[src/rtl/fifo_packet_unloader.sv]
// Drains length-prefixed packets from a non-fall-through FIFO onto a valid/ready
// stream. The header word is consumed internally and the final payload word is flagged.
module fifo_packet_unloader #(
  parameter int DATA_WIDTH        = 16,
  parameter int LENGTH_WIDTH      = 12,
  parameter int MAX_PAYLOAD_WORDS = 1024,
  parameter int BUFFER_DEPTH      = 3
) (
  input  logic                  clock,
  input  logic                  reset_n,
  output logic                  fifo_read_enable,
  input  logic [DATA_WIDTH-1:0] fifo_read_data,
  input  logic                  fifo_read_data_valid,
  input  logic                  fifo_empty,
  output logic [DATA_WIDTH-1:0] m_data,
  output logic                  m_valid,
  output logic                  m_last,
  input  logic                  m_ready,
  output logic                  length_error,
  output logic [15:0]           packet_count
);

  localparam int CNT_W = LENGTH_WIDTH + 1;
  localparam int PTR_W = (BUFFER_DEPTH > 1) ? $clog2(BUFFER_DEPTH) : 1;
  localparam int OCC_W = $clog2(BUFFER_DEPTH + 1);

  typedef enum logic [1:0] {S_IDLE, S_HEADER, S_PAYLOAD} state_t;

  state_t                r_state;
  logic                  r_inflight;
  logic                  r_inflight_last;
  logic [CNT_W-1:0]      r_remaining_reads;
  logic [CNT_W-1:0]      r_remaining_emits;
  logic [PTR_W-1:0]      r_head;
  logic [PTR_W-1:0]      r_tail;
  logic [OCC_W-1:0]      r_count;
  logic [DATA_WIDTH-1:0] r_buf_data [BUFFER_DEPTH];
  logic [BUFFER_DEPTH-1:0] r_buf_last;
  logic                  r_length_error;
  logic [15:0]           r_packet_count;

  logic                  w_valid;
  logic                  w_pop;
  logic                  w_sample;
  logic                  w_stall;
  logic                  w_push;
  logic                  w_room;
  logic                  w_hdr_bad;
  logic                  w_read;
  logic [CNT_W-1:0]      w_hdr_len;
  logic [OCC_W:0]        w_occupancy;

  function automatic logic [PTR_W-1:0] ptr_inc(input logic [PTR_W-1:0] p);
    return (p == PTR_W'(BUFFER_DEPTH - 1)) ? '0 : p + PTR_W'(1);
  endfunction

  assign w_valid  = (r_count != '0);
  assign w_pop    = w_valid & m_ready;
  assign w_sample = r_inflight & fifo_read_data_valid;
  assign w_stall  = r_inflight & ~fifo_read_data_valid;
  assign w_push   = w_sample & (r_state == S_PAYLOAD);

  assign w_hdr_len = CNT_W'(fifo_read_data[LENGTH_WIDTH-1:0]);
  assign w_hdr_bad = (w_hdr_len == '0) || (w_hdr_len > CNT_W'(MAX_PAYLOAD_WORDS));

  // Words already buffered plus the one in flight, less the one leaving this cycle.
  assign w_occupancy = (OCC_W+1)'(r_count) + (OCC_W+1)'(r_inflight) - (OCC_W+1)'(w_pop);
  assign w_room      = (w_occupancy < (OCC_W+1)'(BUFFER_DEPTH));

  // NOTE: every variable assigned in this block gets a default first, so no latch is inferred.
  always_comb begin
    w_read = 1'b0;
    case (r_state)
      S_IDLE:    w_read = ~fifo_empty;
      S_PAYLOAD: w_read = (r_remaining_reads != '0) && !fifo_empty && !w_stall && w_room;
      default:   w_read = 1'b0;
    endcase
  end

  // The read strobe must follow fifo_empty within the cycle, so it cannot be registered.
  assign fifo_read_enable = w_read & reset_n;
  assign m_valid          = w_valid;
  assign m_data           = w_valid ? r_buf_data[r_head] : '0;
  assign m_last           = w_valid & r_buf_last[r_head];
  assign length_error     = r_length_error;
  assign packet_count     = r_packet_count;

  // NOTE: sequential state uses non-blocking assignments so all flops update together at the edge.
  always_ff @(posedge clock or negedge reset_n) begin
    if (!reset_n) begin
      r_state           <= S_IDLE;
      r_inflight        <= 1'b0;
      r_inflight_last   <= 1'b0;
      r_remaining_reads <= '0;
      r_remaining_emits <= '0;
      r_head            <= '0;
      r_tail            <= '0;
      r_count           <= '0;
      r_length_error    <= 1'b0;
      r_packet_count    <= '0;
    end else begin
      r_length_error <= 1'b0;
      r_inflight     <= w_read | w_stall;
      if (w_read) begin
        r_inflight_last <= (r_remaining_reads == CNT_W'(1)) && (r_state == S_PAYLOAD);
      end

      case (r_state)
        S_IDLE: begin
          if (w_read) r_state <= S_HEADER;
        end
        S_HEADER: begin
          if (w_sample) begin
            if (w_hdr_bad) begin
              r_length_error <= 1'b1;
              r_state        <= S_IDLE;
            end else begin
              r_remaining_reads <= w_hdr_len;
              r_remaining_emits <= w_hdr_len;
              r_state           <= S_PAYLOAD;
            end
          end
        end
        S_PAYLOAD: begin
          if (w_read) r_remaining_reads <= r_remaining_reads - CNT_W'(1);
          if (w_pop) begin
            r_remaining_emits <= r_remaining_emits - CNT_W'(1);
            if (r_remaining_emits == CNT_W'(1)) begin
              r_packet_count <= r_packet_count + 16'd1;
              r_state        <= S_IDLE;
            end
          end
        end
        default: r_state <= S_IDLE;
      endcase

      if (w_push) r_tail <= ptr_inc(r_tail);
      if (w_pop)  r_head <= ptr_inc(r_head);
      r_count <= r_count + OCC_W'(w_push) - OCC_W'(w_pop);
    end
  end

  // NOTE: buffer storage is deliberately not reset; r_count gates every read of it,
  // and m_data/m_last are forced to 0 while the buffer is empty.
  always_ff @(posedge clock) begin
    if (w_push) begin
      r_buf_data[r_tail] <= fifo_read_data;
      r_buf_last[r_tail] <= r_inflight_last;
    end
  end

endmodule

[config.mk]
export PLATFORM = sky130hd
export DESIGN_NAME = fifo_packet_unloader
export DESIGN_NICKNAME = d
export VERILOG_FILES = /design/src/rtl/fifo_packet_unloader.sv
export SDC_FILE = /design/constraint.sdc
export NUM_CORES = 1
export LEC_CHECK = 0
export BUFFER_PORTS_ARGS = -buffer_cell sky130_fd_sc_hd__buf_2
export CORE_MARGIN = 8
export CORE_UTILIZATION = 30
export CTS_CLUSTER_SIZE = 30
export DETAILED_ROUTE_END_ITERATION = 12
export PLACE_DENSITY = 0.48
export SLEW_MARGIN = 20
export SYNTH_ARGS = -nofsm -noshare
export SYNTH_HDL_FRONTEND = slang
export SYNTH_SLANG_ARGS = --single-unit
[constraint.sdc]
create_clock -name clock -period 3.7 [get_ports clock]
set_input_delay 0.37 -clock clock [delete_from_list [all_inputs] [get_ports clock]]
set_output_delay 0.37 -clock clock [all_outputs]
set_load 0.1 [all_outputs]
==> results of run 1 <==
==> final cells by class <==
class                   instances  area share [%]
multi-input cells             326            35.9
clock buffers                  11            4.00
flip-flops and latches        104            47.1
inverters                      12           0.742
clock inverters                 5            1.03
repair buffers                 70            6.59
well taps                     225            4.64
==> flip-flops by register name (all words and copies together), names as in the netlist, 2 cells and up <==
register,count
r_count,2
r_state,2
r_remaining_reads,13
packet_count,16
r_head,2
r_buf_last,3
r_buf_data,48
r_tail,2
r_remaining_emits,13
==> layer usage <==
metal | routed length (µm) | GRT usage, %
met1 | 6110 | 15.4
met2 | 6330 | 21.4
met4 | 204 | 4.23
met3 | 588 | 2.89
met5 | 0 | 0
==> cells by family after synthesis <==
kind of cell	share of synthesized area (%)
compound gates	13.8
xor+xnor	3.22
fa+ha+maj	2.33
buf+inv	2.81
flops	55.3
mux	5.11
simple gates	17.4
==> placed cells by master, fill, tap and decap left out, types with 8 or more instances in the layout <==
master,instances
ha_1,8
a31oi_1,8
o21ai_0,11
nand2_1,22
inv_1,12
nor2_1,62
clkbuf_16,9
nand3_1,12
edfxtp_1,51
or3_1,8
buf_2,55
dfrtp_1,53
xnor2_1,10
mux2i_1,23
a21oi_1,42
nor3_1,14
xor2_1,9
buf_4,14
==> path summary, 6_finish.rpt <==
path                                          to                from
max                             fifo_read_enable          r_count[1]
min reg2reg                     packet_count[15]    packet_count[15]
min                         r_remaining_reads[4]             reset_n
min in group clock             r_buf_data[1][14]  fifo_read_data[14]
max in group asynchronous        packet_count[2]             reset_n
max reg2reg                r_remaining_reads[12]          r_count[1]
==> worst reg2reg max path, stage by stage (launching register included) <==
cell     delay, ns
dfrtp_1       0.50
o21ai_1       0.10
buf_4         0.18
mux2i_1       0.13
ha_1          0.16
inv_1         0.05
fa_1          0.48
inv_1         0.04
a21o_1        0.16
a311o_1       0.50
or3_1         0.41
a21oi_1       0.14
==> through the flow <==
stage	power, W	hold WS, ns	utilization (%)	worst slack [ns]	instances
6_report	0.00479	0.219	35.6	0.412	753
5_1_grt	0.00508	0.212	35.6	0.200	753
4_1_cts	0.00485	0.209	35.6	0.364	753
3_5_place_dp	0.00386	0.463	33.8	0.766	737
3_3_place_gp	0.00383	0.458	33.8	0.829	737
2_1_floorplan	0.00339	0.0744	-	0.208	463
==> power by group through the flow <==
stage | Clock [W] | Combinational [W] | Sequential (W)
3_3_place_gp | 0 | 0.00217 | 0.00167
4_1_cts | 0.00101 | 0.00219 | 0.00165
2_1_floorplan | 0 | 0.00186 | 0.00153
3_5_place_dp | 0 | 0.00218 | 0.00167
6_report | 0.000979 | 0.00216 | 0.00165
5_1_grt | 0.00106 | 0.00233 | 0.00169
==> metrics.csv, run 1 <==
stage;metric;value;unit
global_routing;grt_pass1_wl;21.5;mm
sta;worst_pin_slew;1.12;ns
critical_path;endpoint_kind;output pin;
synthesis;synthesis.area;5170;µm²
placement;dpl.hpwl;9.43;mm
synthesis;ys_ff_latch;104;
global_routing;first_global_vias;3901;
clock_tree;cts.reportedPaths.clkPinSlew;0.07;ns
synthesis;synthFlopType;dfrtp_1;
synthesis;synth-async-reset-ratio;51.0;%
floorplanning;die_w;147;µm
floorplanning;pin_count;57;
finish;nNetsFinal;553;
critical_path;crit_family;adder cells;
power;leakagePower;2.56;nW
critical_path;worstPathArrival;2.92;ns
sta;setup_viol;0;
outcome;status;finished clean;
synthesis;syn-num-nets;493;
sta;maxSlewHeadroom;25.4;%
synthesis;yosys_warnings;0;
synthesis;avgSynthCellArea;11.2;µm²
placement;gp_congestion;0.825;
global_routing;grt_usage;12.6;%
global_routing;grt_max_degree;54;
finish;area_growth;17.6;%
synthesis;synthTopCellsByCount;nor2_1, dfrtp_1, edfxtp_1, a21oi_1, mux2i_1;
routing;drtAntennaViolNets;0;
routing;postRouteWirelength;13.2;mm
finish;seq_area;2860;µm²
floorplanning;die-height;147;µm
power;p_sw_share;48.7;%
clock_tree;cts.sinks;104;
critical_path;path_buf_inv;4;
critical_path;rr_worst_depth;11;
floorplanning;row_count;48;
power;p_per_area;789;nW/µm²
synthesis;post-synth-top-count-cell;nor2_1;
floorplanning;fp.coreArea;17100;µm²
clock_tree;clk_latency;0.35;ns
sta;finalMaxSlewViolations;0;
critical_path;r2r_slack;0.79;ns
synthesis;synth_top_cell_by_area;edfxtp_1;
critical_path;crit_required;3.33;ns
power;p_seq_share;34.5;%
synthesis;netlist.area_leader.share;29.6;%
sta;period_minus_slack;3.29;ns
clock_tree;cts_setup_buffers;0;
critical_path;cpMaxStageDelayCell;dfrtp_1;
power;ir_drop;0.637;mV
synthesis;synth_area_leaders;edfxtp_1, dfrtp_1, nor2_1;
critical_path;crit_fanout;9;
synthesis;synth_cells;463;
clock_tree;cts_max_path_buffers;2;
min_path;holdCritPathClass;input port to async pin;
sta;finalCritPeriodShare;88.9;%
sta;tns;0;ns
floorplanning;dieArea;21700;µm²
routing;drt-pass1-iter-count;4;
placement;io_buffers;56;
routing;wl_per_cell;17.6;µm
clock_tree;cts_resized;0;
finish;num_antenna_cells;0;
clock_tree;numCtsBuffers;9;
critical_path;crit_chain;o21ai_1 > buf_4 > mux2i_1 > ha_1 > inv_1 > fa_1 > inv_1 > a21o_1 > a311oi_2 > nor2_1 > nor2b_2 > buf_12;
global_routing;antenna_found_initial;0;
critical_path;path_class;flip-flop to output pin;
sta;rsz0062_at_grt;no;
clock_tree;holdBufCountCts;0;
synthesis;synth_edf_count;51;
floorplanning;floorplan.initialDensity;30.3;%
synthesis;synth_cell_types;65;
clock_tree;htreeDepth;3;
finish;multiInputGateArea;2180;µm²
routing;vias;3816;
clock_tree;cts_tree;done;
clock_tree;cts_root_buffer;clkbuf_16;
routing;drc;0;
placement;place_area;5770;µm²
power;p_switching;0.00234;W
power;clkPwrFrac;20.4;%
critical_path;crit_cells;12;
finish;fill_cells;1714;
routing;drtIter0Drc;247;
finish;drive_gt1_share;22.0;%
routing;vias_per_cell;5.07;
sta;hold_viol_final;0;
sta;clock.fmax;304;MHz
synthesis;ys_seq_area_share;55.3;%
sta;finalClockSkew;0.00700;ns
critical_path;cp-start-kind;flip-flop;
global_routing;grt.overflow.total;0;
run;cap_violations;0;
power;p_int;0.00246;W
critical_path;crit_top_cell;inv_1;
power;p_comb_share;45.1;%
finish;finalInstanceArea;6070;µm²
critical_path;cp_slowest_stage_delay;0.50;ns
Power figures use the tool's default switching activity.
==> run 2: changes to the inputs <==
--- a/config.mk
+++ b/config.mk
@@ -6,11 +6,13 @@
 export NUM_CORES = 1
 export LEC_CHECK = 0
 export BUFFER_PORTS_ARGS = -buffer_cell sky130_fd_sc_hd__buf_2
+export CELL_PAD_IN_SITES_DETAIL_PLACEMENT = 0
+export CELL_PAD_IN_SITES_GLOBAL_PLACEMENT = 1
 export CORE_MARGIN = 8
 export CORE_UTILIZATION = 30
 export CTS_CLUSTER_SIZE = 30
 export DETAILED_ROUTE_END_ITERATION = 12
-export PLACE_DENSITY = 0.48
+export PLACE_DENSITY = 0.57
 export SLEW_MARGIN = 20
 export SYNTH_ARGS = -nofsm -noshare
 export SYNTH_HDL_FRONTEND = slang
==> metrics.csv, run 2 (synthesis gave the netlist of run 1 again) <==
stage;metric;value;unit
run;cap_violations;0;
power;leakagePower;2.53;nW
outcome;status;finished clean;
finish;finalInstanceArea;6030;µm²
clock_tree;cts_tree;done;
placement;dpl.hpwl;9.41;mm
clock_tree;cts_max_path_buffers;2;
routing;vias_per_cell;5.02;
finish;num_antenna_cells;0;
floorplanning;die-height;147;µm
clock_tree;holdBufCountCts;0;
placement;io_buffers;56;
sta;maxSlewHeadroom;51.3;%
routing;drtIter0Drc;229;
routing;wl_per_cell;17.7;µm
sta;hold_viol_final;0;
finish;area_growth;16.7;%
clock_tree;cts_resized;0;
placement;gp_congestion;0.792;
clock_tree;numCtsBuffers;9;
sta;rsz0062_at_grt;no;
floorplanning;fp.coreArea;17100;µm²
critical_path;path_class;flip-flop to output pin;
clock_tree;cts.sinks;104;
critical_path;crit_fanout;9;
finish;final_cell_mix;nor2_1, buf_2, dfrtp_1, edfxtp_1, a21oi_1;
global_routing;grt.overflow.total;0;
floorplanning;die_w;147;µm
routing;postRouteWirelength;13.3;mm
floorplanning;row_count;48;
sta;finalMaxSlewViolations;0;
floorplanning;floorplan.initialDensity;30.3;%
routing;drt-pass1-iter-count;4;
clock_tree;cts_setup_buffers;0;
sta;period_minus_slack;3.40;ns
sta;clock.fmax;294;MHz
global_routing;antenna_found_initial;0;
routing;vias;3770;
sta;tns;0;ns
global_routing;grt_usage;12.6;%
power;ir_drop;0.544;mV
global_routing;grt_pass1_wl;21.4;mm
sta;setup_viol;0;
floorplanning;dieArea;21700;µm²
routing;drtAntennaViolNets;0;
routing;drc;0;
clock_tree;cts.reportedPaths.clkPinSlew;0.07;ns
finish;nNetsFinal;551;
sta;finalCritPeriodShare;91.9;%
power;p_per_area;782;nW/µm²
sta;finalClockSkew;0.0109;ns
clock_tree;htreeDepth;3;
min_path;holdCritPathClass;input port to flip-flop;
finish;largest_reg_flops;48;
floorplanning;pin_count;57;
finish;largest-register;r_buf_data;
critical_path;crit_required;3.33;ns
critical_path;cp-start-kind;flip-flop;
finish;final_common_cell;nor2_1;
global_routing;grt_max_degree;54;
sta;worst_pin_slew;0.730;ns
finish;drive_gt1_share;21.7;%
critical_path;worstPathArrival;3.03;ns
critical_path;endpoint_kind;output pin;
clock_tree;cts_root_buffer;clkbuf_16;
global_routing;first_global_vias;3841;
clock_tree;clk_latency;0.36;ns
placement;place_area;5750;µm²
==> run 2: cell types whose count changed in the layout (fill, tap and decap cells not counted), sizes merged <==
cell / change
inv: -1
bufinv: -1
clkbuf: -1
buf: -2
clkinv: +3
==> run 2: layout make-up <==
cell class                 count  area, µm²
sequential                   104       2860
inverter                      12       45.0
timing repair buffer          68        385
tap                          225        282
fill                        1731      11000
clock inverter                 6       45.0
multi-input combinational    326       2180
clock buffer                  10        229
==> run 2: worst max-delay path, stage by stage, from the launching register on <==
cell      delay [ns]
dfrtp_1         0.49
o21ai_1         0.09
buf_4           0.17
mux2i_1         0.14
ha_1            0.17
inv_1           0.05
fa_1            0.48
inv_1           0.04
a21o_1          0.17
a311oi_2        0.23
buf_4           0.20
nor2_1          0.09
nor2b_2         0.17
buf_12          0.19
==> run 2: worst paths after layout <==
| check | cells past startpoint | startpoint | to | slack, ns |
|---|---|---|---|---|
| max in group asynchronous | 2 | reset_n | r_head[0] | 2.95 |
| min in group asynchronous | 2 | reset_n | packet_count[13] | 0.25 |
| worst max register to register | 11 | r_count[1] | r_remaining_reads[12] | 0.81 |
| worst min-delay path | 1 | fifo_read_data[14] | r_buf_data[2][14] | 0.22 |
| worst min register to register | 1 | packet_count[15] | packet_count[15] | 0.47 |
| worst max-delay path | 13 | r_count[1] | fifo_read_enable | 0.30 |
==> run 2: power by group <==
| group | total [W] | leakage [nW] | internal (W) | switching, W |
|---|---|---|---|---|
| sequential | 0.00160 | 1.14 | 0.00137 | 0.000229 |
| combinational | 0.00221 | 1.26 | 0.000529 | 0.00168 |
| clock | 0.000903 | 0.133 | 0.000460 | 0.000442 |
==> run 2: routing by layer <==
metal,vias to the layer above,track usage [%],share of wire (%)
li1,1835,-,-
met1,1855,15.8,46
met2,67,20.8,48
met3,13,2.18,3.8
met4,0,5.35,1.8
met5,-,0,0
==> run 2: per-stage QoR <==
stage	cells	utilization, %	hold slack [ns]	worst slack [ns]	total power [W]
CTS	751	35.3	0.206	0.266	0.00477
global route	751	35.3	0.217	0.0980	0.00497
detailed placement	735	33.7	0.474	0.673	0.00385
finish	751	35.3	0.219	0.300	0.00471
floorplan	463	-	0.0744	0.208	0.00339
global placement	735	33.7	0.460	0.718	0.00383
==> run 3: changes to the inputs <==
--- a/config.mk
+++ b/config.mk
@@ -12,6 +12,7 @@
 export CORE_UTILIZATION = 30
 export CTS_CLUSTER_SIZE = 30
 export DETAILED_ROUTE_END_ITERATION = 12
+export MAX_ROUTING_LAYER = met4
 export PLACE_DENSITY = 0.57
 export SLEW_MARGIN = 20
 export SYNTH_ARGS = -nofsm -noshare
==> metrics.csv, run 3 (synthesis gave the netlist of run 1 again) <==
stage;metric;value;unit
clock_tree;holdBufCountCts;0;
outcome;status;finished clean;
sta;maxSlewHeadroom;51.2;%
power;ir_drop;0.544;mV
sta;tns;0;ns
sta;rsz0062_at_grt;no;
sta;clock.fmax;294;MHz
routing;vias;3762;
floorplanning;row_count;48;
clock_tree;htreeDepth;3;
critical_path;r2r_slack;0.82;ns
critical_path;rr_worst_depth;11;
power;p_per_area;781;nW/µm²
sta;finalClockSkew;0.0107;ns
critical_path;path_class;flip-flop to output pin;
critical_path;cp-startpoint;r_count[1];
sta;worst_pin_slew;0.732;ns
routing;drc;0;
finish;final_cell_mix;nor2_1, buf_2, dfrtp_1, edfxtp_1, a21oi_1;
floorplanning;fp.coreArea;17100;µm²
min_path;hold_end;r_buf_data[2][14];
routing;drtIter0Drc;278;
floorplanning;dieArea;21700;µm²
placement;dp_worst_setup_slack;0.673;ns
critical_path;r2r-end;r_remaining_reads[12];
global_routing;grt_max_degree;54;
min_path;holdCritPathClass;input port to flip-flop;
critical_path;worstPathArrival;3.03;ns
routing;postRouteWirelength;13.3;mm
finish;finalInstanceArea;6030;µm²
critical_path;crit_fanout;9;
placement;io_buffers;56;
sta;hold_viol_final;0;
clock_tree;cts_root_buffer;clkbuf_16;
placement;dpl.hpwl;9.41;mm
clock_tree;clk_latency;0.36;ns
floorplanning;floorplan.initialDensity;30.3;%
clock_tree;cts_max_path_buffers;2;
critical_path;crit_required;3.33;ns
clock_tree;cts.reportedPaths.clkPinSlew;0.07;ns
sta;finalCritPeriodShare;92.0;%
global_routing;first_global_vias;3840;
floorplanning;pin_count;57;
critical_path;timing.rr.start;r_count[1];
finish;fill_cells;1731;
global_routing;grt_usage;12.9;%
clock_tree;cts_tree;done;
floorplanning;die_w;147;µm
finish;largest-register;r_buf_data;
finish;largest_reg_flops;48;
sta;period_minus_slack;3.40;ns
critical_path;endpoint_kind;output pin;
clock_tree;cts_resized;0;
finish;fin_cells;751;
global_routing;grt_pass1_wl;21.4;mm
sta;finalMaxSlewViolations;0;
critical_path;cp-start-kind;flip-flop;
sta;setup_viol;0;
placement;dp.cells;735;
clock_tree;cts_setup_buffers;0;
power;leakagePower;2.53;nW
routing;wl_per_cell;17.7;µm
floorplanning;die-height;147;µm
routing;drt-pass1-iter-count;5;
global_routing;grt.overflow.total;0;
clock_tree;numCtsBuffers;9;
min_path;hold-path-cell-count;1;
finish;final_common_cell;nor2_1;
clock_tree;cts.sinks;104;
finish;nNetsFinal;551;
finish;num_antenna_cells;0;
placement;place_area;5750;µm²
run;cap_violations;0;
global_routing;antenna_found_initial;0;
finish;drive_gt1_share;21.7;%
sta;final.setup.worst_slack;0.296;ns
placement;gp_congestion;0.803;
routing;vias_per_cell;5.01;
min_path;worstHoldStart;fifo_read_data[14];
power;power;0.00471;W
routing;drtAntennaViolNets;0;
finish;area_growth;16.7;%
## run 3: cell counts in the layout (fill, tap and decap cells not counted)
No cell type changed its count.
## run 3: how the worst max path moves through the flow
stage	to	slack [ns]	cells past startpoint
after floorplan	fifo_read_enable	0.21	9
after global placement	fifo_read_enable	0.72	13
after detailed placement	fifo_read_enable	0.67	13
after CTS	fifo_read_enable	0.27	13
after global routing	fifo_read_enable	0.1	13
final	fifo_read_enable	0.30	13
## run 3: power by group
group | leakage [nW] | internal (W) | switching, W
combinational | 1.26 | 0.000529 | 0.00168
clock | 0.133 | 0.000460 | 0.000441
sequential | 1.14 | 0.00137 | 0.000229
total | 2.53 | 0.00236 | 0.00235
## run 3: critical path, cell delays in order (launching register included)
cell	delay, ns
dfrtp_1	0.49
o21ai_1	0.09
buf_4	0.17
mux2i_1	0.14
ha_1	0.17
inv_1	0.05
fa_1	0.48
inv_1	0.04
a21o_1	0.17
a311oi_2	0.23
buf_4	0.20
nor2_1	0.09
nor2b_2	0.17
buf_12	0.19
## run 3: area by class of cell
type                       count  area [µm²]  share of cell area, %
multi-input combinational    326        2180                   36.2
clock buffer                  10         229                   3.80
timing repair buffer          68         385                   6.39
sequential                   104        2860                   47.4
inverter                      12        45.0                  0.747
tap                          225         282                   4.67
clock inverter                 6        45.0                  0.747
## run 3: per-stage QoR
stage	hold WS (ns)	utilization [%]
after floorplan	0.0744	-
after global placement	0.460	33.7
after detailed placement	0.474	33.7
after CTS	0.206	35.3
after global routing	0.217	35.3
final	0.219	35.3
## run 3: per-layer routing
layer | up-vias | GRT usage (%) | routed length (µm)
met5 | - | - | 0
met4 | 0 | 5.35 | 274
met3 | 17 | 2.09 | 441
met2 | 62 | 20.8 | 6340
met1 | 1850 | 15.9 | 6250
li1 | 1833 | - | -
